`config.mk`:
```
export PLATFORM = sky130hd
export DESIGN_NAME = maj3_sample_filter
export DESIGN_NICKNAME = d
export VERILOG_FILES = /design/src/rtl/maj3_filter_pkg.sv /design/src/rtl/generic__maj3.sv /design/src/rtl/maj3_tick_gen.sv /design/src/rtl/maj3_sample_filter.sv
export SDC_FILE = /design/constraint.sdc
export NUM_CORES = 1
export LEC_CHECK = 0
export CORE_UTILIZATION = 40
export CTS_BUF_LIST = sky130_fd_sc_hd__clkbuf_8
export DETAILED_ROUTE_END_ITERATION = 12
export GPL_TIMING_DRIVEN = 0
export SYNTH_ARGS = -nofsm -noshare
export SYNTH_HDL_FRONTEND = slang
export SYNTH_SLANG_ARGS = --single-unit
```
`constraint.sdc`:
```
create_clock -name clk -period 3 [get_ports clk]
set_input_delay 0.45 -clock clk [delete_from_list [all_inputs] [get_ports clk]]
set_output_delay 0.45 -clock clk [all_outputs]
set_load 0.02 [all_outputs]
```
`src/rtl/maj3_filter_pkg.sv`:
```
// rtl/maj3_filter_pkg.sv - shared constants and helpers for the majority-vote pin filters
package maj3_filter_pkg;

  localparam int   DIV_W_DEF    = 8;
  localparam int   GCNT_W_DEF   = 8;
  localparam logic IDLE_LVL_DEF = 1'b1;

  localparam logic [2:0] GLITCH_010 = 3'b010;
  localparam logic [2:0] GLITCH_101 = 3'b101;

  // An isolated single-sample excursion shows up as an alternating 3-sample window.
  function automatic logic is_glitch(input logic [2:0] h);
    return (h == GLITCH_010) || (h == GLITCH_101);
  endfunction

endpackage

```
`src/rtl/generic__maj3.sv`:
```
// rtl/generic__maj3.sv - 3-input combinational majority gate
module generic__maj3 (
  input  logic a,
  input  logic b,
  input  logic c,
  output logic y
);

  assign y = (a & b) | (a & c) | (b & c);

endmodule

```
`src/rtl/maj3_tick_gen.sv`:
```
// rtl/maj3_tick_gen.sv - reloadable prescaler producing a sample strobe every div+1 cycles
module maj3_tick_gen #(
  parameter int DIV_W = 8
) (
  input  logic             clk,
  input  logic             rst_n,
  input  logic             enable,
  input  logic [DIV_W-1:0] div,
  output logic             tick
);

  logic [DIV_W-1:0] cnt_q, cnt_d;

  // div is only sampled at reload, so a running period is never cut short.
  always_comb begin
    cnt_d = cnt_q;
    tick  = enable && (cnt_q == '0);
    if (!enable) begin
      cnt_d = '0;
    end else if (tick) begin
      cnt_d = div;
    end else begin
      cnt_d = cnt_q - 1'b1;
    end
  end

  always_ff @(posedge clk or negedge rst_n) begin
    if (!rst_n) begin
      cnt_q <= '0;
    end else begin
      cnt_q <= cnt_d;
    end
  end

endmodule

```
`src/rtl/maj3_sample_filter.sv`:
```
// rtl/maj3_sample_filter.sv - synchronise, prescale-sample and majority-filter one pad input
import maj3_filter_pkg::*;

module maj3_sample_filter #(
  parameter int   DIV_W    = DIV_W_DEF,
  parameter int   GCNT_W   = GCNT_W_DEF,
  parameter logic IDLE_LVL = IDLE_LVL_DEF
) (
  input  logic              clk,
  input  logic              rst_n,
  input  logic              enable,
  input  logic [DIV_W-1:0]  div,
  input  logic              din,
  input  logic              glitch_clr,
  output logic              dout,
  output logic              rise,
  output logic              fall,
  output logic              tick,
  output logic [GCNT_W-1:0] glitch_cnt
);

  logic              sync1_q, sync2_q;
  logic [2:0]        hist_q, hist_d;
  logic              dout_q, rise_q, fall_q, tick_q;
  logic [GCNT_W-1:0] gcnt_q, gcnt_d;
  logic              tick_int;
  logic              vote;
  logic [2:0]        hist_next;

  maj3_tick_gen #(.DIV_W(DIV_W)) u_tick_gen (
    .clk    (clk),
    .rst_n  (rst_n),
    .enable (enable),
    .div    (div),
    .tick   (tick_int)
  );

  generic__maj3 u_maj3 (
    .a (hist_q[0]),
    .b (hist_q[1]),
    .c (hist_q[2]),
    .y (vote)
  );

  assign hist_next = {hist_q[1:0], sync2_q};

  always_comb begin
    hist_d = hist_q;
    gcnt_d = gcnt_q;
    if (tick_int) begin
      hist_d = hist_next;
    end
    // Clear takes priority over a same-cycle glitch; the count sticks at all-ones.
    if (glitch_clr) begin
      gcnt_d = '0;
    end else if (tick_int && is_glitch(hist_next) && (gcnt_q != {GCNT_W{1'b1}})) begin
      gcnt_d = gcnt_q + 1'b1;
    end
  end

  always_ff @(posedge clk or negedge rst_n) begin
    if (!rst_n) begin
      sync1_q <= IDLE_LVL;
      sync2_q <= IDLE_LVL;
      hist_q  <= {3{IDLE_LVL}};
      dout_q  <= IDLE_LVL;
      rise_q  <= 1'b0;
      fall_q  <= 1'b0;
      tick_q  <= 1'b0;
      gcnt_q  <= '0;
    end else begin
      sync1_q <= din;
      sync2_q <= sync1_q;
      hist_q  <= hist_d;
      dout_q  <= vote;
      rise_q  <= vote & ~dout_q;
      fall_q  <= ~vote & dout_q;
      tick_q  <= tick_int;
      gcnt_q  <= gcnt_d;
    end
  end

  assign dout       = dout_q;
  assign rise       = rise_q;
  assign fall       = fall_q;
  assign tick       = tick_q;
  assign glitch_cnt = gcnt_q;

endmodule

```
Word level (Yosys, flattened, before mapping)
Index checks and enable logic that the tools add are counted.

Bits in registers: 25. Output and inout bits: 12.

Muxes and demuxes: 4. Reductions and logical operators: 6. Bitwise logic cells: 9. Add/sub/neg operators: 2. Eq/ne operators: 3.

Operators with widths (count): two-way mux 8 bit (4); adder 8 x 1 -> 8 bit, second input constant (1); zero test 8 bit (1); != test 8 bit, second input constant (1); subtractor 8 x 1 -> 8 bit, second input constant (1); bitwise AND 1 bit (5); == test 3 x 2 -> 1 bit, second input constant (1); == test 3 bit, second input constant (1); logical AND 1 bit (3); NOT 1 bit (2); OR 1 bit (2); nonzero test 2 bit (1); logical OR 1 bit (1).

Logic depth before layout (Yosys ltp)
Gate-level depths: netlist (run 1).

Depth in word-level cells: 6. Gate-level depth with buffers: 8.

Hierarchy
From an unflattened synthesis (run 1), not the netlist that was laid out.

Cell total of the unflattened synthesis: 116. Area total of the unflattened synthesis: 1278.7 µm².

By module, submodules not included: maj3_sample_filter (sequential area each 432.9 µm², times used 1, area each 747.0 µm², cells an instance 63); maj3_tick_gen (sequential area each 200.2 µm², times used 1, area each 520.5 µm², cells an instance 52); generic__maj3 (sequential area each 0.0 µm², times used 1, area each 11.3 µm², cells an instance 1).

Worst setup path after synthesis (run 1)
No wires, ideal clock.

Kind: register -> register. Start: reg u_tick_gen.cnt_q[0]. End: reg gcnt_q[5], in the netlist glitch_cnt[5]. Period minus slack after synthesis: 1812 ps. Stages on the path, launching flop included: 7. Library setup time: 125 ps. Slack: 1188 ps. Buffers on the path: 0. Required time: 2875 ps. Data arrival time: 1688 ps. Path through: dfrtp_1 inv_1 ha_1 nor4b_4 nand2_2 nor4_1 mux2_2.

Cells in the longest elaborated chain, start to end: 5.

RTL lines: start: declaration (line maj3_tick_gen.sv:12) `logic [DIV_W-1:0] cnt_q, cnt_d;`; start signal: assignment (line maj3_tick_gen.sv:31) `cnt_q <= cnt_d;`; zero test 8 bit (line maj3_tick_gen.sv:17) `tick = enable && (cnt_q == '0);`; logical AND 1 bit (line maj3_tick_gen.sv:17); logical AND 1 bit (2 in a row) (line maj3_sample_filter.sv:56) `end else if (tick_int && is_glitch(hist_next) && (gcnt_q != {GCNT_W{1'b1}})) begin`; nonzero test 2 bit (no line); end signal: assignment (line maj3_sample_filter.sv:79) `gcnt_q <= gcnt_d;`; end: declaration (line maj3_sample_filter.sv:25) `logic [GCNT_W-1:0] gcnt_q, gcnt_d;`.

No other way between the ends. A chain may end at the register's enable or synchronous reset.

Final worst setup path (run 1)
Start: reg u_tick_gen.cnt_q[0]. End: reg gcnt_q[0], in the netlist glitch_cnt[0].

Same word-level chain as after synthesis.

==> results of run 1 <==
==> routing by layer <==
layer | GRT usage (%) | share of wire, % | wire length, um
met2 | 28.7 | 48 | 1160
met1 | 21.4 | 47 | 1120
met5 | 0 | 0 | 0
met4 | 4.08 | 0.84 | 20
met3 | 4.02 | 3.8 | 90
==> logic make-up after synthesis <==
kind of cell    Yosys count
fa+ha+maj                 3
compound gates           26
flops                    25
xor+xnor                  3
buf+inv                  10
simple gates             43
mux                       5
==> state kept, by name, summed over array words and instances, names as in the netlist <==
| register | cells |
|---|---|
| hist_q | 3 |
| sync2_q | 1 |
| dout | 1 |
| fall | 1 |
| u_tick_gen.cnt_q | 8 |
| sync1_q | 1 |
| glitch_cnt | 8 |
| tick | 1 |
| rise | 1 |
==> path summary, 6_finish.rpt <==
kind,startpoint,end
setup / recovery,u_tick_gen.cnt_q[0],glitch_cnt[0]
hold reg to reg,sync1_q,sync2_q
min in group asynchronous,rst_n,u_tick_gen.cnt_q[6]
hold / removal,sync1_q,sync2_q
setup reg to reg,u_tick_gen.cnt_q[0],glitch_cnt[0]
max in group asynchronous,rst_n,glitch_cnt[1]
==> critical path: cells and delay by family, from the launching register on <==
kind	cells	cell delay [ps]
flip-flops	1	380
AND/OR/NAND/NOR	2	560
buffers and inverters	3	530
AO/OA/AOI/OAI	2	280
adder cells (fa/ha/maj)	1	220
==> power breakdown <==
| group | switching, W | leakage, nW | total, W | internal [W] |
|---|---|---|---|---|
| registers | 0.0000844 | 0.319 | 0.000528 | 0.000444 |
| logic | 0.000233 | 0.320 | 0.000468 | 0.000235 |
| clock network | 0.000108 | 0.0217 | 0.000202 | 0.0000941 |
==> stage by stage <==
step / instance area (sq um) / hold WS [ps] / cells / setup WS, ps
floorplan: 1240 / 154 / 115 / 1190
global placement: 1500 / 347 / 168 / 924
detailed placement: 1500 / 350 / 168 / 886
CTS: 1550 / 364 / 172 / 869
global route: 1550 / 369 / 172 / 678
finish: 1550 / 362 / 172 / 909
==> cell usage in the layout, fill, tap and decap left out <==
cell              n
a21boi_0          1
a21oi_1           9
a22o_1            1
a31o_2            1
a31oi_1           1
and3_1            3
and4_1            2
buf_1             1
buf_2             2
buf_6             1
clkbuf_1          1
clkbuf_8          3
clkdlybuf4s50_1  22
clkinvlp_4        1
dfrtp_1          19
dfstp_2           6
ha_1              2
inv_1             5
maj3_1            1
mux2_2            4
mux2i_1           1
nand2_1           8
nand2_2           1
nand3_1           3
nand3b_1          1
nand4_1           1
nor2_1            6
nor2b_1           5
nor3_1            1
nor4_1            1
nor4b_4           2
o211a_1           3
o21ai_0           7
o31ai_1           3
or3_1             4
or3b_1            1
or4_1             4
xnor2_1           1
xor2_1            2
==> cell type report <==
cell class / instances / share of cell area, %
clock buffers: 3 / 2.67
repair buffers: 22 / 14.2
clock inverters: 1 / 0.485
flip-flops and latches: 25 / 40.9
inverters: 5 / 1.21
multi-input cells: 80 / 36.1
well taps: 31 / 2.51
plain buffers: 5 / 1.86
==> flow_summary.ini, run 1 <==
[outcome]
outcome = finished with violations
violations = design-rule violations

[layout]
drive_gt1_share_pct = 14.9
ff_latch_area_sq_um = 633
antenna_cells = 0
final_core_util_pct = 54.2
multi_input_area_sq_um = 558
syn_to_final_growth_pct = 24.8
nFillCells = 265
final_nets = 157

[sta]
max_slew_margin_pct = 28.0
drv_slew = 0
tightest_slew_ps = 1080
finalHoldViolCount = 0
fmax_mhz = 478
finClkSkew_ps = 3.82
finalCritPeriodShare_pct = 69.7
setup_viol = 0
fin_setup_tns_ps = 0
fin_crit_ps = 2090
rsz0062_at_grt = no

[synthesis]
yosys_warnings = 0
post-synth-top-count-cell = dfrtp_1
syn-num-nets = 130
syn_area_sq_um = 1240
synth_xor_area_share_pct = 2.12
netlist_top_cells_count = 19 x dfrtp_1, 9 x a21oi_1, 8 x nand2_1
synth-edff-count = 0
synth-seq-area-share_pct = 51.1
synth_flop_cell = dfrtp_1
synth.distinct_cells = 36
netlist_instances = 115
ys_ff_latch = 25
synth-simple-area-share_pct = 22.4
synth_top_cells_by_area = dfrtp_1 38%, dfstp_2 13%, nor4b_4 3.8%
syn_avg_cell_area_sq_um = 10.8
yosysTopAreaCellShare_pct = 38.4
synth_area_leader_cell = dfrtp_1
synthMuxAreaShare_pct = 4.44
synth_top_family_by_area = simple AND/OR/NAND/NOR gates
synth_compound_area_share_pct = 13.2
synthAdderAreaFrac_pct = 2.83
async_flop_share_pct = 100

[clock_tree]
post_cts_buffers = 0
cts_inserted_buffers = 3
path_clk_slew_ps = 90
cts_resized = 0
cts_sinks = 25
clockBufferDepth = 2
root_buffer = clkbuf_8
ctsHoldBuffers = 0
cts_tree = done
htreeDepth = 1
clkLatencyLatePin_ps = 270

[global_route]
grt_pass1_vias = 947
grt_max_degree = 26
gr-total-overflow = 0
grtUsageTotal_pct = 16.7
grt_pass1_wl_um = 4250
antenna_found_initial = 0

[worst_setup_path]
crit_type = reg -> reg
cp_max_fo = 10
cpMaxStageDelayCell = nor4b_4
max_stage_delay_ps = 410
critPathLaunchType = flop
crit_chain = inv_1 -> ha_1 -> nor4b_4 -> nand2_2 -> buf_2 -> clkbuf_1 -> o21ai_0 -> a21oi_1
cp.arrival_ps = 2230
reg2reg_depth = 8
required_ps = 3140
end_kind = flop
regToRegSetupSlack_ps = 910

[floorplanning]
fp.dieH_um = 57.7
die-area_sq_um = 3320
start_util_pct = 43.4
die_x_um = 57.7
coreArea_sq_um = 2850
ios = 25
placementRows = 19

[place]
place_congestion = 0.755
port-buffer-count = 22
dp_hpwl_um = 1700

[drt]
routed_wirelength_um = 2390
drt_iter0_drc = 36
ant_nets = 0
drc_errors = 1
via_count = 927
dr.pass1.iters = 8
drt-vias-per-instance = 5.39
wire_per_inst_um = 13.9

[pwr]
ir_drop_mv = 0.532
total_power_w = 0.00120
p_leak_nw = 0.661
power_density_nw_per_um2 = 775

[min_path]
min_path_cells = 0
hold_path.class = reg -> reg

[flow_run]
max_cap_viol_count = 0
No activity file was read; power rests on OpenSTA's default activity.
==> inputs of run 2 (changes only) <==
PLACE_DENSITY = 0.67   (was default)
clock period = 1.7 ns   (was 3 ns; I/O delays follow)
==> run 2 against run 1 <==
  * The run ends with design-rule violations, negative setup slack left
  * Non-clock buffer count up 16
  * Register-to-register slack worse by 1000 ps
  * Wire length up 22%
  * Sequential power up 76%
  * Largest power group is now combinational cells
==> flow_summary.ini, run 2 (synthesized netlist as in run 1, its figures left out) <==
[outcome]
outcome = finished with violations
violations = design-rule violations, negative setup slack

[pwr]
power_density_nw_per_um2 = 1430
seq_power_share_pct = 35.7
p_comb_share_pct = 50.6
p_int_w = 0.00169
ir_drop_mv = 0.829
p_clk_share_pct = 13.7
swShare_pct = 35.3
p_leak_nw = 0.811
p_switching_w = 0.000921
total_power_w = 0.00261

[place]
placed_cells = 168
dp_hpwl_um = 1780
place_worst_setup_slack_ps = -270
place_congestion = 0.746
port-buffer-count = 22

[sta]
setup_viol = 11
fin_setup_tns_ps = -730
fin_crit_ps = 1810
finalCritPeriodShare_pct = 107
max_slew_margin_pct = 24.9
tightest_slew_ps = 1120
rsz0062_at_grt = yes
finClkSkew_ps = 6.07
fin_ws_ps = -112
fmax_mhz = 552
finalHoldViolCount = 0
drv_slew = 0
holdWs_ps = 306

[worst_setup_path]
regToRegSetupSlack_ps = -110
critPathLaunchType = flop
required_ps = 1890
crit_chain = or3b_1 -> a22o_4 -> buf_6 -> or3_4 -> a21oi_2
crit_family = simple AND/OR/NAND/NOR gates
end_kind = flop
cp_max_fo = 7
crit_type = reg -> reg
worstPathBufferInverterCount = 1
cpMaxStageDelayCell = dfstp_2
max_stage_delay_ps = 540
cp.arrival_ps = 2010

[clock_tree]
root_buffer = clkbuf_8
cts_tree = done
clockBufferDepth = 2
cts_sinks = 25
cts_inserted_buffers = 3
path_clk_slew_ps = 90
clkLatencyLatePin_ps = 270
ctsHoldBuffers = 0
htreeDepth = 1

[floorplanning]
die_x_um = 57.7
placementRows = 19
fp.dieH_um = 57.7
ios = 25
start_util_pct = 43.4
coreArea_sq_um = 2850
die-area_sq_um = 3320

[global_route]
grtUsageTotal_pct = 18.4
grt_pass1_vias = 1035
grt_pass1_wl_um = 4650
gr-total-overflow = 0
grt_max_degree = 26
antenna_found_initial = 0

[drt]
drt_iter0_drc = 70
drc_errors = 2
routed_wirelength_um = 2920
dr.pass1.iters = 8
via_count = 1064
ant_nets = 0
wire_per_inst_um = 15.6
drt-vias-per-instance = 5.66

[layout]
final_nets = 173
finalNonFillerCells = 188
drive_gt1_share_pct = 38.2
mostFrequentLayoutCells = 20 x clkdlybuf4s50_1, 17 x dfrtp_1, 10 x buf_4
final_common_cell = clkdlybuf4s50_1
antenna_cells = 0
nFillCells = 245
syn_to_final_growth_pct = 47.3

[min_path]
hold_path.class = in -> reg

[flow_run]
max_cap_viol_count = 0
[run 2: changes by cell type in the layout (fill, tap and decap cells not counted), sizes merged]
cell           before  now
buf                 4   20
clkdlybuf4s50      22   20
dlymetal6s2s        0    2
clkinv              0    1
clkinvlp            1    0
[run 2: per-stage QoR]
stage / area, sq um / utilization (%)
after CTS: 1670 / 58.6
final: 1820 / 63.9
after global placement: 1550 / 54.2
after detailed placement: 1550 / 54.2
after floorplan: 1290 / -
after global routing: 1820 / 63.9
[run 2: per-layer routing]
layer | up-vias | part of all wire [%] | global-route usage (%)
met1 | 520 | 39 | 22.0
li1 | 499 | - | -
met2 | 37 | 52 | 33.6
met3 | 8 | 5.4 | 2.68
met5 | - | 0 | 0
met4 | 0 | 2.6 | 7.14
[run 2: power by group through the flow]
stage	Sequential (W)	Clock [W]	Combinational, W
detailed placement	0.000952	0	0.000906
global placement	0.000941	0	0.000887
finish	0.000931	0.000358	0.00132
global route	0.000954	0.000392	0.00144
CTS	0.000929	0.000368	0.00110
floorplan	0.000970	0	0.000633
[run 2: final cells by class]
type                    count  area [sq um]  area share (%)
inverters                   5          18.8            1.03
clock inverters             1          5.00           0.274
multi-input cells          80           663            36.4
flip-flops and latches     25           636            34.8
plain buffers               5          46.3            2.54
repair buffers             38           375            20.6
well taps                  31          38.8            2.13
clock buffers               3          41.3            2.26
[run 2: final timing paths]
| check | startpoint | depth (start not counted) | to |
|---|---|---|---|
| min in group asynchronous | rst_n | 1 | u_tick_gen.cnt_q[5] |
| max in group asynchronous | rst_n | 1 | glitch_cnt[0] |
| setup reg to reg | hist_q[0] | 5 | glitch_cnt[0] |
| hold reg to reg | sync1_q | 0 | sync2_q |
| hold / removal | enable | 2 | u_tick_gen.cnt_q[1] |
| setup / recovery | hist_q[0] | 5 | glitch_cnt[0] |
[run 2: repair_timing]
item | in CTS | in global routing
pin swaps | 5 | 3
buffers inserted | 8 | 7
endpoints found under the setup margin | 16 | 17
gates resized for setup | 3 | 25
cloned | 1 | 1
[run 2: worst reg2reg max path, cell delays in order (launching register included)]
cell and delay (ps):
dfstp_2 540, or3b_1 360, a22o_4 260, buf_6 140
or3_4 320, a21oi_2 120
==> inputs of run 3 (changes only) <==
CAP_MARGIN = 5   (was default)
==> results of run 3 <==
Final layout, timing and power as in run 2 (identical DEF).
